<file path="src/rtl/div32x16_seq.sv">
// Sequential unsigned restoring divider: 2*WIDTH-bit dividend / WIDTH-bit divisor.
// One quotient bit per enabled clock, start/busy/done handshake, results held until next start.
module div32x16_seq #(
  parameter int unsigned WIDTH = 16
) (
  input  logic                 clk,
  input  logic                 rst_n,
  input  logic                 enable,
  input  logic                 start,
  input  logic [2*WIDTH-1:0]   dividend,
  input  logic [WIDTH-1:0]     divisor,
  output logic                 busy,
  output logic                 done,
  output logic [WIDTH-1:0]     quotient,
  output logic [WIDTH-1:0]     remainder,
  output logic                 div_zero,
  output logic                 overflow
);

  localparam int unsigned    CW   = $clog2(WIDTH + 1);
  localparam logic [CW-1:0]  LAST = CW'(WIDTH);

  localparam logic [1:0] IDLE = 2'd0;
  localparam logic [1:0] RUN  = 2'd1;
  localparam logic [1:0] DONE = 2'd2;

  logic [1:0]       state_q, state_d;
  logic [WIDTH:0]   rem_q, rem_d;
  logic [WIDTH-1:0] q_q, q_d;
  logic [WIDTH-1:0] dvs_q, dvs_d;
  logic [WIDTH-1:0] quot_q, quot_d;
  logic [WIDTH-1:0] rmd_q, rmd_d;
  logic [CW-1:0]    cnt_q, cnt_d;
  logic             dz_q, dz_d;
  logic             ov_q, ov_d;

  logic [WIDTH:0]   shifted;
  logic [WIDTH+1:0] trial;

  // Next-state and datapath: accept in IDLE, one restoring step per RUN cycle, publish on RUN exit.
  // Divide-by-zero/overflow preload the saturated result with the counter already at LAST, so they
  // take the same single RUN finishing cycle as a normal divide's final edge.
  always_comb begin
    state_d = state_q;
    rem_d   = rem_q;
    q_d     = q_q;
    dvs_d   = dvs_q;
    quot_d  = quot_q;
    rmd_d   = rmd_q;
    cnt_d   = cnt_q;
    dz_d    = dz_q;
    ov_d    = ov_q;
    shifted = {rem_q[WIDTH-1:0], q_q[WIDTH-1]};
    trial   = {1'b0, shifted} - {2'b00, dvs_q};
    case (state_q)
      IDLE: begin
        if (enable && start) begin
          dvs_d = divisor;
          dz_d  = (divisor == '0);
          ov_d  = (divisor != '0) && (dividend[2*WIDTH-1:WIDTH] >= divisor);
          if (dz_d || ov_d) begin
            rem_d = {1'b0, dividend[WIDTH-1:0]};
            q_d   = '1;
            cnt_d = LAST;
          end else begin
            rem_d = {1'b0, dividend[2*WIDTH-1:WIDTH]};
            q_d   = dividend[WIDTH-1:0];
            cnt_d = '0;
          end
          state_d = RUN;
        end
      end
      RUN: begin
        if (enable) begin
          if (cnt_q == LAST) begin
            quot_d  = q_q;
            rmd_d   = rem_q[WIDTH-1:0];
            state_d = DONE;
          end else begin
            if (!trial[WIDTH+1]) begin
              rem_d = trial[WIDTH:0];
              q_d   = {q_q[WIDTH-2:0], 1'b1};
            end else begin
              rem_d = shifted;
              q_d   = {q_q[WIDTH-2:0], 1'b0};
            end
            cnt_d = cnt_q + CW'(1);
          end
        end
      end
      DONE: begin
        if (enable) state_d = IDLE;
      end
      default: state_d = IDLE;
    endcase
  end

  // State registers with asynchronous active-low reset.
  always_ff @(posedge clk or negedge rst_n) begin
    if (!rst_n) begin
      state_q <= IDLE;
      rem_q   <= '0;
      q_q     <= '0;
      dvs_q   <= '0;
      quot_q  <= '0;
      rmd_q   <= '0;
      cnt_q   <= '0;
      dz_q    <= 1'b0;
      ov_q    <= 1'b0;
    end else begin
      state_q <= state_d;
      rem_q   <= rem_d;
      q_q     <= q_d;
      dvs_q   <= dvs_d;
      quot_q  <= quot_d;
      rmd_q   <= rmd_d;
      cnt_q   <= cnt_d;
      dz_q    <= dz_d;
      ov_q    <= ov_d;
    end
  end

  assign busy      = (state_q == RUN);
  assign done      = (state_q == DONE);
  assign quotient  = quot_q;
  assign remainder = rmd_q;
  assign div_zero  = dz_q;
  assign overflow  = ov_q;

endmodule

</file>
<file path="config.mk">
export PLATFORM = sky130hd
export DESIGN_NAME = div32x16_seq
export DESIGN_NICKNAME = d
export VERILOG_FILES = /design/src/rtl/div32x16_seq.sv
export SDC_FILE = /design/constraint.sdc
export NUM_CORES = 1
export LEC_CHECK = 0
export CELL_PAD_IN_SITES_DETAIL_PLACEMENT = 0
export CELL_PAD_IN_SITES_GLOBAL_PLACEMENT = 1
export CORE_MARGIN = 2
export CORE_UTILIZATION = 45
export CTS_CLUSTER_DIAMETER = 50
export CTS_CLUSTER_SIZE = 25
export DETAILED_ROUTE_END_ITERATION = 8
export GPL_ROUTABILITY_DRIVEN = 1
export PLACE_DENSITY = 0.84
export SYNTH_ARGS = -nofsm -noshare
export SYNTH_HDL_FRONTEND = slang
export SYNTH_SLANG_ARGS = --single-unit
</file>
<file path="constraint.sdc">
create_clock -name clk -period 5.8 [get_ports clk]
set_input_delay 1.74 -clock clk [delete_from_list [all_inputs] [get_ports clk]]
set_output_delay 1.74 -clock clk [all_outputs]
set_load 0.03 [all_outputs]
</file>
=== Word-level counts from Yosys, hierarchy flattened ===
Cells that the tools add are included.

* Memories: 0
* ROM bits: 0
* Input port bits: 52
* Logic and storage cells: 53
* Bits in writable memories: 0
* Flip-flop bits (word level): 89
* Bits in latches: 0
* Output and inout port bits: 36

* Add/subtract/negate cells: 2
* Mux-type cells: 22
* Shifts and indexed selects: 0
* Div/mod/pow operators: 0
* Bitwise operators: 0
* Equality and inequality tests: 8
* $mul: 0
* Reduce and logical (&&, ||, !) cells: 11
* Order comparisons: 1

{| class="wikitable"
|+ Operator list
! cell !! number
|-
| $mux W16 || 9
|-
| $pmux W16 S2 || 2
|-
| $mux W5 || 4
|-
| $sub A17 B16 Y18 || 1
|-
| $ge A16 B16 Y1 || 1
|-
| $logic_not A16 Y1 || 1
|-
| $reduce_bool A16 Y1 || 1
|-
| $pmux W5 S2 || 1
|-
| $mux W2 || 4
|-
| $ne A2 B2 Y1 const B || 4
|-
| $reduce_and A4 Y1 || 2
|-
| $pmux W2 S3 || 1
|-
| $add A5 B1 Y5 const B || 1
|-
| $eq A5 B5 Y1 const B || 1
|-
| $reduce_and A3 Y1 || 1
|-
| $eq A2 B1 Y1 const B || 1
|-
| $eq A2 B2 Y1 const B || 1
|-
| $logic_and A1 B1 Y1 || 2
|-
| $logic_not A2 Y1 || 1
|-
| $ne A2 B1 Y1 const B || 1
|-
| $reduce_and A2 Y1 || 1
|-
| $reduce_bool A2 Y1 || 1
|-
| $logic_or A1 B1 Y1 || 1
|-
| $mux W1 || 1
|}

=== Depth between registers and ports, before layout ===
* Depth after elaboration: 6
* Depth in mapped cells: 11
* Gate-level depth less buffers: 10

=== Worst setup path before layout ===
Ideal clock, no wire load.

* Path kind: input to register
* Start point: in dividend[16]
* End point: reg rem_q[5]
* Cell stages on the path: 10
* Data required time: 5.674 ns
* Setup time: 0.126 ns
* Path buffers: 1
* Arrival: 3.476 ns
* Setup slack: 2.198 ns
* Cells stage by stage: inv_1 > ha_1 > nand2b_1 > a2111o_1 > o2111ai_2 > nand4b_4 > buf_6 > mux2i_1 > nor2_1 > a221o_1

* Longest elaborated chain between the ends: 6

{| class="wikitable"
|+ Ends and longest elaborated chain
! item !! line !! source
|-
| start: declaration || 10 || <nowiki>input logic [2*WIDTH-1:0] dividend,</nowiki>
|-
| $ge A16 B16 Y1 || 60 || <nowiki>ov_d = (divisor != '0) && (dividend[2*WIDTH-1:WIDTH] >= divisor);</nowiki>
|-
| $logic_and A1 B1 Y1 || 60 ||
|-
| $logic_or A1 B1 Y1 || 61 || <nowiki>if (dz_d || ov_d) begin</nowiki>
|-
| $mux W16 || 61 ||
|-
| $mux W16 || 57 || <nowiki>if (enable && start) begin</nowiki>
|-
| $pmux W16 S2 || 55 || <nowiki>case (state_q)</nowiki>
|-
| end signal: assignment || 112 || <nowiki>rem_q <= rem_d;</nowiki>
|-
| end: declaration || 28 || <nowiki>logic [WIDTH:0] rem_q, rem_d;</nowiki>
|}

No other way between the ends. The select of a mux whose other input is x is not followed.
A chain may end at the register's enable or synchronous reset.

=== Worst setup path after layout ===
* Start point: in divisor[0]
* End point: reg rem_q[12]

* Longest elaborated chain between the ends: 6
* Elaborated cells on any way between the ends: 8
* Classes of those cells: order compare: 1; mux: 3; reduce/logical: 4

{| class="wikitable"
|+ Ends and longest elaborated chain
! item !! line !! source
|-
| start: declaration || 11 || <nowiki>input logic [WIDTH-1:0] divisor,</nowiki>
|-
| $ge A16 B16 Y1 / $reduce_bool A16 Y1 (equally long branches) || 60 ||
|-
| $logic_and A1 B1 Y1 || 60 ||
|-
| $logic_or A1 B1 Y1 (*) || 61 ||
|-
| $mux W16 (*) || 61 ||
|-
| $mux W16 (*) || 57 ||
|-
| $pmux W16 S2 (*) || 55 ||
|}

Every way passes the cells marked *; elsewhere a longest branch is shown, timed or not. The select of a mux whose other input is x is not followed.

==> results.tsv <==
metric	value	unit
maximum vdd ir drop	372	uV
vias in the first global route	4149	
crit-path cells	clkdlybuf4s50_1, ha_1, nand2b_1, a2111o_1, o2111ai_2, nand4b_4, mux2_2, a22oi_1, o211ai_1	
leading area contributor after synthesis	dfrtp_1	
Antenna Diode Count	0	
HP Start	dvs_q[0]	
RSZ-0062 raised after global routing	no	
distinct cell type count after synthesis	62	
clk slew on worst S/H paths	70	ps
Hold Crit Class	flip-flop to flip-flop	
Final Cell Area	6540	um^2
core box area	11400	um^2
Synth Flop Type	dfrtp_1	
Post-DRT Antenna Nets	0	
Routed WL per cell	17.1	um
grt ovf	0	
initial antenna violation count	0	
routed vias/inst	5.55	
Synth Area in Simple Gates	14.7	%
Post-Synth XOR/XNOR Area	2.00	%
CP Launch Point	divisor[0]	
# fillers	1030	
total die area	12500	um^2
Seq. cell area	2230	um^2
Synthesis Warnings	0	
post-layout minimum cycle time	4360	ps
Longest Clk Path Bufs	2	
Initial Util	46.0	%
Max stage delay cell, worst path	clkdlybuf4s50_1	
Setup TNS	0	ps
Post-CTS Hold Buffers	0	
Area Growth Syn to Fin	24.6	%
mean area per synthesized cell	9.72	um^2
die height	112	um
ys async rst share	100	%
share of cells above drive strength 1	11.7	%
IO Pins	88	
Port Buffers	87	
Vias	4254	
Final period util	75.2	%
reg-to-reg setup timing slack	2720	ps
Worst setup SP type	input pin	
max cap viols	0	
largest net degree at the start of global routing	56	
WS Path Type	input pin to flip-flop	
worst skew pair latency	340	ps
CTS tree	done	
Crit Path Max Fanout	34	
Tot Pwr	4.20	mW
placed inst area	6210	um^2
Synthesized Nets	627	
Syn Inst Count	540	
Tightest Pin Transition	1040	ps
Max Slew Vio Count	0	
post-synthesis mux area share	10.6	%
Placer Congestion	0.856	
Max stage delay on crit path	580	ps
relative slew slack	30.7	%
row cnt	39	
top cells by area, synth	dfrtp_1 (42%), mux2_2 (8.2%), ha_1 (8.1%)	
Resize count post-CTS	0	
maximum clock frequency	229	MHz
RR Endpoint	rem_q[5]	
worst path arrival time	4570	ps
Tot GR Track Use	21.7	%
status	complete, no violations	
1st-iter DRT viols	309	
Post-Syn Area	5250	um^2
Critical Path RT	6010	ps
Hold EP	dvs_q[0]	
Compound-Gate Fraction of Synth Area	16.5	%
hpwl dp	9770	um
residual DRC count	0	
H-Tree Depth	3	
CP delay by family, top	compound AO/OA/AOI/OAI gates	
Clock Skew	8.54	ps
CP endpoint kind	flip-flop	
Adder-Cell Fraction of Synth Area	8.48	%
Seq/Total Area, Yosys	42.4	%
leak pwr	2.91	nW
main combinational cell family by area after synthesis	compound AO/OA/AOI/OAI gates	
pwr/cell area	641	nW/um^2
area occupied by multi-input gates	2750	um^2
Final setup violation count	0	
final hold vios	0	
R2R depth	7	
drt first pass iters	5	
wirelength, routed	13100	um
number of CTS-inserted buffers	9	
register bit total from synthesis	89	
WP buf/inv	1	
Yosys top cell area share	42.4	%
worst hold slack	490	ps
die span in x	112	um
Post-synth EDFFs	0	
hold path depth	2	
reg2reg start	rem_q[0]	
clk sinks	89	
Final Net Count	705	
Root Driver	clkbuf_16	
post-CTS setup buffer count	0	
first-pass GRT wire length	21700	um
[tightest hold or removal path: cells and delay by family, from the launching register on]
kind,cells,cell delay [ps]
flops,1,350
simple gates,2,100
[through the flow]
stage / worst slack, ps / instances / util [%]
2_1_floorplan: 2200 / 540 / -
3_3_place_gp: 1200 / 750 / 54.4
3_5_place_dp: 1090 / 750 / 54.4
4_1_cts: 1460 / 766 / 57.3
5_1_grt: 1270 / 766 / 57.3
6_report: 1440 / 766 / 57.3
[cells in the mapped netlist (2+ instances only)]
cell,instances
dfrtp_1,89
a21oi_1,20
nor4_1,6
nand3b_1,2
nand2_1,73
xor2_1,6
nand4_1,3
inv_1,40
buf_6,2
xnor2_1,6
ha_1,34
a32oi_1,2
o211ai_1,7
o21bai_1,2
a21o_1,5
o2111ai_1,2
o22ai_1,4
o221ai_1,7
o21ai_0,29
buf_2,9
a22oi_1,3
mux2i_1,13
o31ai_1,16
a221o_1,2
nand3_1,5
a211oi_1,4
nor2b_1,4
nand2b_1,4
mux2_2,38
a31oi_1,3
a21oi_2,2
clkbuf_1,12
nor2_1,35
nor3_1,18
and4_1,2
o21a_1,5
[area by class of cell]
type | count | share of cell area (%)
flip-flops and latches | 89 | 34.0
multi-input cells | 385 | 42.0
inverters | 41 | 2.35
well taps | 143 | 2.74
clock inverters | 5 | 1.30
clock buffers | 11 | 3.71
repair buffers | 92 | 13.8
[report_power, final]
part / leakage [nW] / switching (mW) / total (mW) / internal [mW]
clock: 0.157 / 0.247 / 0.639 / 0.393
sequential: 1.10 / 0.209 / 1.13 / 0.922
combinational: 1.66 / 1.40 / 2.43 / 1.03
total: 2.91 / 1.85 / 4.20 / 2.34
[logic make-up (layout without fill, tap and decap cells)]
| group | after synthesis | after routing |
|---|---|---|
| AO/OA/AOI/OAI | 125 | 125 |
| AND/OR/NAND/NOR | 162 | 162 |
| multiplexers | 51 | 51 |
| XOR/XNOR | 12 | 12 |
| adder cells (fa/ha/maj) | 35 | 35 |
| buffers and inverters | 66 | 149 |
| flip-flops | 89 | 89 |
[worst max-delay path by stage]
stage / end / depth (start not counted)
detailed placement: rem_q[12] / 9
finish: rem_q[12] / 9
floorplan: rem_q[5] / 10
global placement: rem_q[13] / 9
global route: rem_q[12] / 9
CTS: rem_q[12] / 9
[per-layer routing]
metal,track usage [%],vias to the layer above,routed length [um]
met1,30.8,2041,6240
met5,0,-,0
li1,-,2088,-
met2,35.2,114,6100
met4,4.80,0,121
met3,4.10,11,663
[cell usage in the layout (no fill, tap or decap), drive strengths merged, types with 5 or more instances in the layout]
master	instances
clkbuf	11
dfrtp	89
a21oi	22
o211ai	7
buf	6
inv	42
o221ai	7
nor2	35
xnor2	6
nand3	6
xor2	6
o21a	6
nor3	18
o21ai	30
nor4	6
mux2i	13
clkdlybuf4s50	86
ha	34
o31ai	17
nand2	75
mux2	38
a21o	5
[state kept, by name (all words and copies together) (netlist names)]
signal and flops:
state_q 2, remainder 16, quotient 16, q_q 16, dvs_q 16, rem_q 16
overflow 1, div_zero 1, cnt_q 5
No activity file was read; power rests on OpenSTA's default activity.
